File: src/rtl/ws2812_rx_pkg.sv
// Shared WS2812 receiver definitions: timing defaults, counter width and FSM state encoding.
package ws2812_rx_pkg;

  localparam int CNT_W          = 10;
  localparam int WORD_W         = 24;
  localparam int DEF_T_MIN_HIGH = 2;
  localparam int DEF_T_BIT_THRESH = 7;
  localparam int DEF_T_MAX_HIGH = 20;
  localparam int DEF_T_LATCH    = 600;

  typedef enum logic [1:0] {
    ST_IDLE = 2'd0,
    ST_RECV = 2'd1,
    ST_FWD  = 2'd2,
    ST_ERR  = 2'd3
  } state_t;

  // Saturating increment so long idle lines never wrap back through the latch threshold.
  function automatic logic [CNT_W-1:0] satInc(input logic [CNT_W-1:0] v);
    return (&v) ? v : v + 1'b1;
  endfunction

endpackage

File: src/rtl/ws2812_pulse_meas.sv
// Measures each high pulse on the synchronised line and classifies it on the falling edge
// as glitch (ignored), valid bit (with value) or overlong.
module ws2812_pulse_meas
  import ws2812_rx_pkg::*;
#(
  parameter int T_MIN_HIGH   = DEF_T_MIN_HIGH,
  parameter int T_BIT_THRESH = DEF_T_BIT_THRESH,
  parameter int T_MAX_HIGH   = DEF_T_MAX_HIGH
) (
  input  logic hwclk,
  input  logic reset_n,
  input  logic i_dinS,
  output logic o_bitValid,
  output logic o_bitValue,
  output logic o_overlong
);

  logic             r_dinPrev;
  logic [CNT_W-1:0] r_highCnt;
  logic             w_fall;
  logic             w_tooLong;

  // The rising-edge cycle itself counts as the first high cycle.
  always_ff @(posedge hwclk or negedge reset_n) begin
    if (!reset_n) begin
      r_dinPrev <= 1'b0;
      r_highCnt <= '0;
    end else begin
      r_dinPrev <= i_dinS;
      if (i_dinS && !r_dinPrev) begin
        r_highCnt <= CNT_W'(1);
      end else if (i_dinS) begin
        r_highCnt <= satInc(r_highCnt);
      end
    end
  end

  assign w_fall     = !i_dinS && r_dinPrev;
  assign w_tooLong  = r_highCnt > CNT_W'(T_MAX_HIGH);
  assign o_overlong = w_fall && w_tooLong;
  assign o_bitValid = w_fall && !w_tooLong && (r_highCnt >= CNT_W'(T_MIN_HIGH));
  assign o_bitValue = r_highCnt >= CNT_W'(T_BIT_THRESH);

endmodule

File: src/rtl/ws2812_rx.sv
// WS2812 pixel receiver: absorbs the first 24 bits of a frame, forwards the rest, and
// latches the captured word on the reset gap.
module ws2812_rx
  import ws2812_rx_pkg::*;
#(
  parameter int T_MIN_HIGH   = DEF_T_MIN_HIGH,
  parameter int T_BIT_THRESH = DEF_T_BIT_THRESH,
  parameter int T_MAX_HIGH   = DEF_T_MAX_HIGH,
  parameter int T_LATCH      = DEF_T_LATCH
) (
  input  logic              hwclk,
  input  logic              reset_n,
  input  logic              din,
  output logic              dout,
  output logic [WORD_W-1:0] rgb,
  output logic              rgb_valid,
  output logic              frame_err
);

  logic              r_sync1;
  logic              r_dinS;
  logic [CNT_W-1:0]  r_lowCnt;
  state_t            r_state;
  state_t            w_nextState;
  logic [WORD_W-1:0] r_shift;
  logic [4:0]        r_bitCnt;
  logic              w_bitValid;
  logic              w_bitValue;
  logic              w_overlong;
  logic              w_latch;
  logic              w_startFrame;
  logic              w_shiftEn;
  logic              w_loadRgb;
  logic              w_errStrobe;

  always_ff @(posedge hwclk or negedge reset_n) begin
    if (!reset_n) begin
      r_sync1  <= 1'b0;
      r_dinS   <= 1'b0;
      r_lowCnt <= '0;
    end else begin
      r_sync1  <= din;
      r_dinS   <= r_sync1;
      r_lowCnt <= r_dinS ? '0 : satInc(r_lowCnt);
    end
  end

  ws2812_pulse_meas #(
    .T_MIN_HIGH  (T_MIN_HIGH),
    .T_BIT_THRESH(T_BIT_THRESH),
    .T_MAX_HIGH  (T_MAX_HIGH)
  ) u_pulseMeas (
    .hwclk     (hwclk),
    .reset_n   (reset_n),
    .i_dinS    (r_dinS),
    .o_bitValid(w_bitValid),
    .o_bitValue(w_bitValue),
    .o_overlong(w_overlong)
  );

  // Saturation past T_LATCH makes this a single-cycle event per low gap.
  assign w_latch = (r_lowCnt == CNT_W'(T_LATCH));

  always_ff @(posedge hwclk or negedge reset_n) begin
    if (!reset_n) begin
      r_state <= ST_IDLE;
    end else begin
      r_state <= w_nextState;
    end
  end

  always_comb begin
    w_nextState  = r_state;
    w_startFrame = 1'b0;
    w_shiftEn    = 1'b0;
    w_loadRgb    = 1'b0;
    w_errStrobe  = 1'b0;
    case (r_state)
      ST_IDLE: begin
        if (w_overlong) begin
          w_errStrobe = 1'b1;
          w_nextState = ST_ERR;
        end else if (w_bitValid) begin
          w_startFrame = 1'b1;
          w_nextState  = ST_RECV;
        end
      end
      ST_RECV: begin
        if (w_overlong) begin
          w_errStrobe = 1'b1;
          w_nextState = ST_ERR;
        end else if (w_bitValid) begin
          w_shiftEn = 1'b1;
          if (r_bitCnt == 5'(WORD_W - 1)) begin
            w_nextState = ST_FWD;
          end
        end else if (w_latch) begin
          w_errStrobe = 1'b1;
          w_nextState = ST_IDLE;
        end
      end
      ST_FWD: begin
        if (w_overlong) begin
          w_errStrobe = 1'b1;
          w_nextState = ST_ERR;
        end else if (w_latch) begin
          w_loadRgb   = 1'b1;
          w_nextState = ST_IDLE;
        end
      end
      ST_ERR: begin
        if (w_latch) begin
          w_nextState = ST_IDLE;
        end
      end
      default: w_nextState = ST_IDLE;
    endcase
  end

  always_ff @(posedge hwclk or negedge reset_n) begin
    if (!reset_n) begin
      r_shift   <= '0;
      r_bitCnt  <= '0;
      rgb       <= '0;
      rgb_valid <= 1'b0;
      frame_err <= 1'b0;
    end else begin
      if (w_startFrame) begin
        r_shift  <= {{(WORD_W-1){1'b0}}, w_bitValue};
        r_bitCnt <= 5'd1;
      end else if (w_shiftEn) begin
        r_shift  <= {r_shift[WORD_W-2:0], w_bitValue};
        r_bitCnt <= r_bitCnt + 5'd1;
      end
      if (w_loadRgb) begin
        rgb <= r_shift;
      end
      rgb_valid <= w_loadRgb;
      frame_err <= w_errStrobe;
    end
  end

  assign dout = (r_state == ST_FWD) && r_dinS;

endmodule
File: config.mk
export PLATFORM = sky130hd
export DESIGN_NAME = ws2812_rx
export DESIGN_NICKNAME = d
export VERILOG_FILES = /design/src/rtl/ws2812_rx_pkg.sv /design/src/rtl/ws2812_pulse_meas.sv /design/src/rtl/ws2812_rx.sv
export SDC_FILE = /design/constraint.sdc
export NUM_CORES = 1
export LEC_CHECK = 0
export CORE_MARGIN = 2
export CORE_UTILIZATION = 52
export DETAILED_ROUTE_END_ITERATION = 6
export GPL_ROUTABILITY_DRIVEN = 0
export HOLD_SLACK_MARGIN = 0.08
export PLACE_DENSITY_LB_ADDON = 0.05
export SYNTH_ARGS = -nofsm -noshare
export SYNTH_HDL_FRONTEND = slang
export SYNTH_SLANG_ARGS = --single-unit
File: constraint.sdc
create_clock -name hwclk -period 2.7 [get_ports hwclk]
set_clock_uncertainty 0.15 [all_clocks]
set_input_delay 0.54 -clock hwclk [delete_from_list [all_inputs] [get_ports hwclk]]
set_output_delay 0.54 -clock hwclk [all_outputs]
set_load 0.02 [all_outputs]
==> flow_summary_export.csv <==
group,metric,value,unit
synthesis,syn_area,0.00364,mm2
timing,worst_pin_slew,645,ps
critical_path,crit_slowest_cell,"or4b_1",
synthesis,yosysUniqueCellTypes,43,
floorplanning,die_h,87.7,um
critical_path,crit_fanout,24,
critical_path,crit_type,"flip-flop to flip-flop",
synthesis,ys_ff_latch,80,
routing,vias,2521,
critical_path,critPathLaunchType,"flip-flop",
cts,postCtsSetupBuffers,0,
cts,cts.path.max_buffers,2,
critical_path,crit_chain,"or4b_1 -> nor3b_2 -> nand4_1 -> or3_1 -> buf_12 -> mux2_4",
critical_path,cp.required,2780,ps
grt,grt_pass1_vias,2529,
cells_and_area,seq_area,0.00200,mm2
place,dp.final_hpwl,4.19,mm
pwr,combPwrFrac,0.127,
synthesis,yosys.area.top_type,"dfrtp_1",
synthesis,synth_area_per_cell,10.5,um2
cells_and_area,fillers,584,
cells_and_area,area_delta_synth_final,17.3,%
timing,grt_setup_unrepaired,"false",
pwr,p_clk_frac,0.344,
critical_path,r2r_end,"rgb[4]$_DFFE_PN0P_",
floorplanning,die-area,0.00769,mm2
critical_path,r2r-start,"r_lowCnt[5]$_DFFE_PN0P_",
min_path,min_from,"r_sync1$_DFF_PN0_",
pwr,swShare,0.277,
grt,grt_pass1_wl,11.3,mm
critical_path,worst-r2r-setup-slack,150,ps
cts,clkSinkCount,80,
job,max_cap_viol_count,0,
timing,hold_viol,0,
grt,antenna_found_initial,0,
cells_and_area,multiInputGateArea,0.00149,mm2
synthesis,ys.flop_type,"dfrtp_1",
cells_and_area,n_antenna_cell,0,
timing,period_share,0.944,
pwr,p_switching,0.000716,W
timing,fin_crit,2550,ps
floorplanning,core.rowCount,30,
cells_and_area,drive_above_1_share,0.152,
min_path,hold_depth,0,
floorplanning,ios,30,
min_path,holdPathEnd,"r_dinS$_DFF_PN0_",
grt,grt_usage,0.186,
routing,ant_nets,0,
synthesis,synth_edf_count,0,
cells_and_area,mostFrequentLayoutCells,"dfrtp_1, nand2_1, o21ai_0",
routing,drt-initial-drc-count,148,
cts,clk_latency,340,ps
cts,root_buffer,"clkbuf_8",
pwr,power_density,606,mW/mm2
min_path,hold_class,"flip-flop to flip-flop",
timing,worst_slack,150,ps
pwr,internal_power,0.00187,W
timing,slew_viol_final,0,
critical_path,end_kind,"flip-flop",
pwr,p_leak,1.96,nW
cells_and_area,final_nets,392,
timing,slew_headroom,0.567,
grt,grt.overflow.total,0,
routing,viasPerCell,5.20,
routing,detail_route.wl_per_cell,13.1,um
critical_path,critical_path.max_stage_delay,540,ps
synthesis,async_flop_share,1.00,
critical_path,arrival,2630,ps
timing,finalSetupViolCount,0,
cts,numCtsBuffers,9,
cts,clkTransAtPathRegs,80,ps
place,pre_cts_ws,156,ps
synthesis,yosys-top-cells-area,"dfrtp_1, mux2_4, nand2_1",
floorplanning,core,0.00679,mm2
routing,dr.pass1.iters,4,
floorplanning,initial_core_util,0.536,
synthesis,syn-num-nets,356,
cts,cts_tree,"yes",
status,run_status,"finished, final reports clean",
synthesis,ys_seq_area_frac,0.550,
critical_path,worst-r2r-cell-count,6,
routing,routed_wl,6.37,mm
routing,drc,0,
synthesis,syn_inst,348,
cts,htreeDepth,3,
timing,timing.hold.ws,222,ps
pwr,vdd_drop_max,0.356,mV
pwr,power,0.00259,W
place,portBuffers,29,
floorplanning,die_w,87.7,um
timing,fmax,392,MHz
synthesis,synth.top_cell.area_share,0.550,
grt,grt_max_degree,40,
timing,finalSetupTns,0,ps
pwr,seq_power_share,0.530,
synthesis,yosysWarnings,0,
cells_and_area,final_common_cell,"dfrtp_1",
[cell usage after synthesis (5+ instances only)]
| cell | number |
|---|---|
| nor3_1 | 12 |
| ha_1 | 5 |
| o21ai_0 | 30 |
| mux2_4 | 20 |
| nor2_1 | 26 |
| xnor2_1 | 6 |
| nand2_1 | 72 |
| a21oi_1 | 5 |
| inv_1 | 9 |
| dfrtp_1 | 80 |
| nand4_1 | 6 |
| nand3_1 | 14 |
| mux2_2 | 5 |
| clkbuf_1 | 15 |
[registers in the layout, indices dropped and copies added, names as in the netlist]
signal                 flops
r_dinS                     1
r_shift                   24
u_pulseMeas.r_dinPrev      1
rgb                       24
r_bitCnt                   5
rgb_valid                  1
frame_err                  1
r_state                    2
r_sync1                    1
r_lowCnt                  10
u_pulseMeas.r_highCnt     10
[how the worst max path moves through the flow]
| stage | start | end | slack (ps) | cells past startpoint |
|---|---|---|---|---|
| 6_report | r_lowCnt[5]$_DFFE_PN0P_ | rgb[4]$_DFFE_PN0P_ | 150 | 6 |
| 4_1_cts | r_lowCnt[5]$_DFFE_PN0P_ | rgb[4]$_DFFE_PN0P_ | 150 | 6 |
| 3_3_place_gp | u_pulseMeas.r_highCnt[7]$_DFFE_PN0P_ | rgb[22]$_DFFE_PN0P_ | 170 | 6 |
| 3_5_place_dp | r_lowCnt[5]$_DFFE_PN0P_ | rgb[21]$_DFFE_PN0P_ | 160 | 6 |
| 5_1_grt | r_lowCnt[5]$_DFFE_PN0P_ | rgb[22]$_DFFE_PN0P_ | 20 | 6 |
| 2_1_floorplan | r_lowCnt[7]$_DFFE_PN0P_ | rgb[10]$_DFFE_PN0P_ | 200 | 7 |
[layer usage]
layer | vias to the layer above | GRT usage | wire length, um
met5 | - | 0 | 0
met4 | 0 | 0.0601 | 53
met3 | 5 | 0.0566 | 215
li1 | 1254 | - | -
met1 | 1213 | 0.241 | 3100
met2 | 49 | 0.300 | 3000
[repair_timing]
item                                    CTS  global route
hold endpoints to repair                 36             0
gates resized for setup                   0             0
hold buffers                              1             0
endpoints found under the setup margin    0             0
[power by group through the flow]
stage,clock network [W],logic (W),registers [W]
floorplan,0,0.000252,0.00136
global placement,0,0.000318,0.00139
detailed placement,0,0.000331,0.00139
CTS,0.000927,0.000333,0.00137
global route,0.000973,0.000381,0.00139
finish,0.000889,0.000328,0.00137
[logic make-up after synthesis]
kind of cell	synth area share
buffers and inverters	0.0399
AOI/OAI and AO/OA	0.0832
xor gates and xnor gates	0.0241
DFF	0.550
adders and majority gates	0.0172
and+or+nand+nor	0.182
muxes	0.103
[cell type report]
cell class,instances,area share
sequential,80,0.469
multi-input combinational,240,0.350
timing repair buffer,44,0.0973
clock buffer,11,0.0331
tap,96,0.0281
clock inverter,5,0.0149
inverter,9,0.00791
[worst max-delay path, delay by kind of cell, from the launching register on]
| kind | cells | cell delay [ps] |
|---|---|---|
| buf+inv | 1 | 200 |
| mux | 1 | 300 |
| flops | 1 | 420 |
| simple gates | 4 | 1360 |
[per-stage QoR]
stage	utilization	cells	cell area, um2
floorplan	-	348	3640
global placement	0.597	468	4050
detailed placement	0.597	468	4050
CTS	0.628	485	4270
global route	0.628	485	4270
finish	0.628	485	4270
No activity file was read; power rests on OpenSTA's default activity.
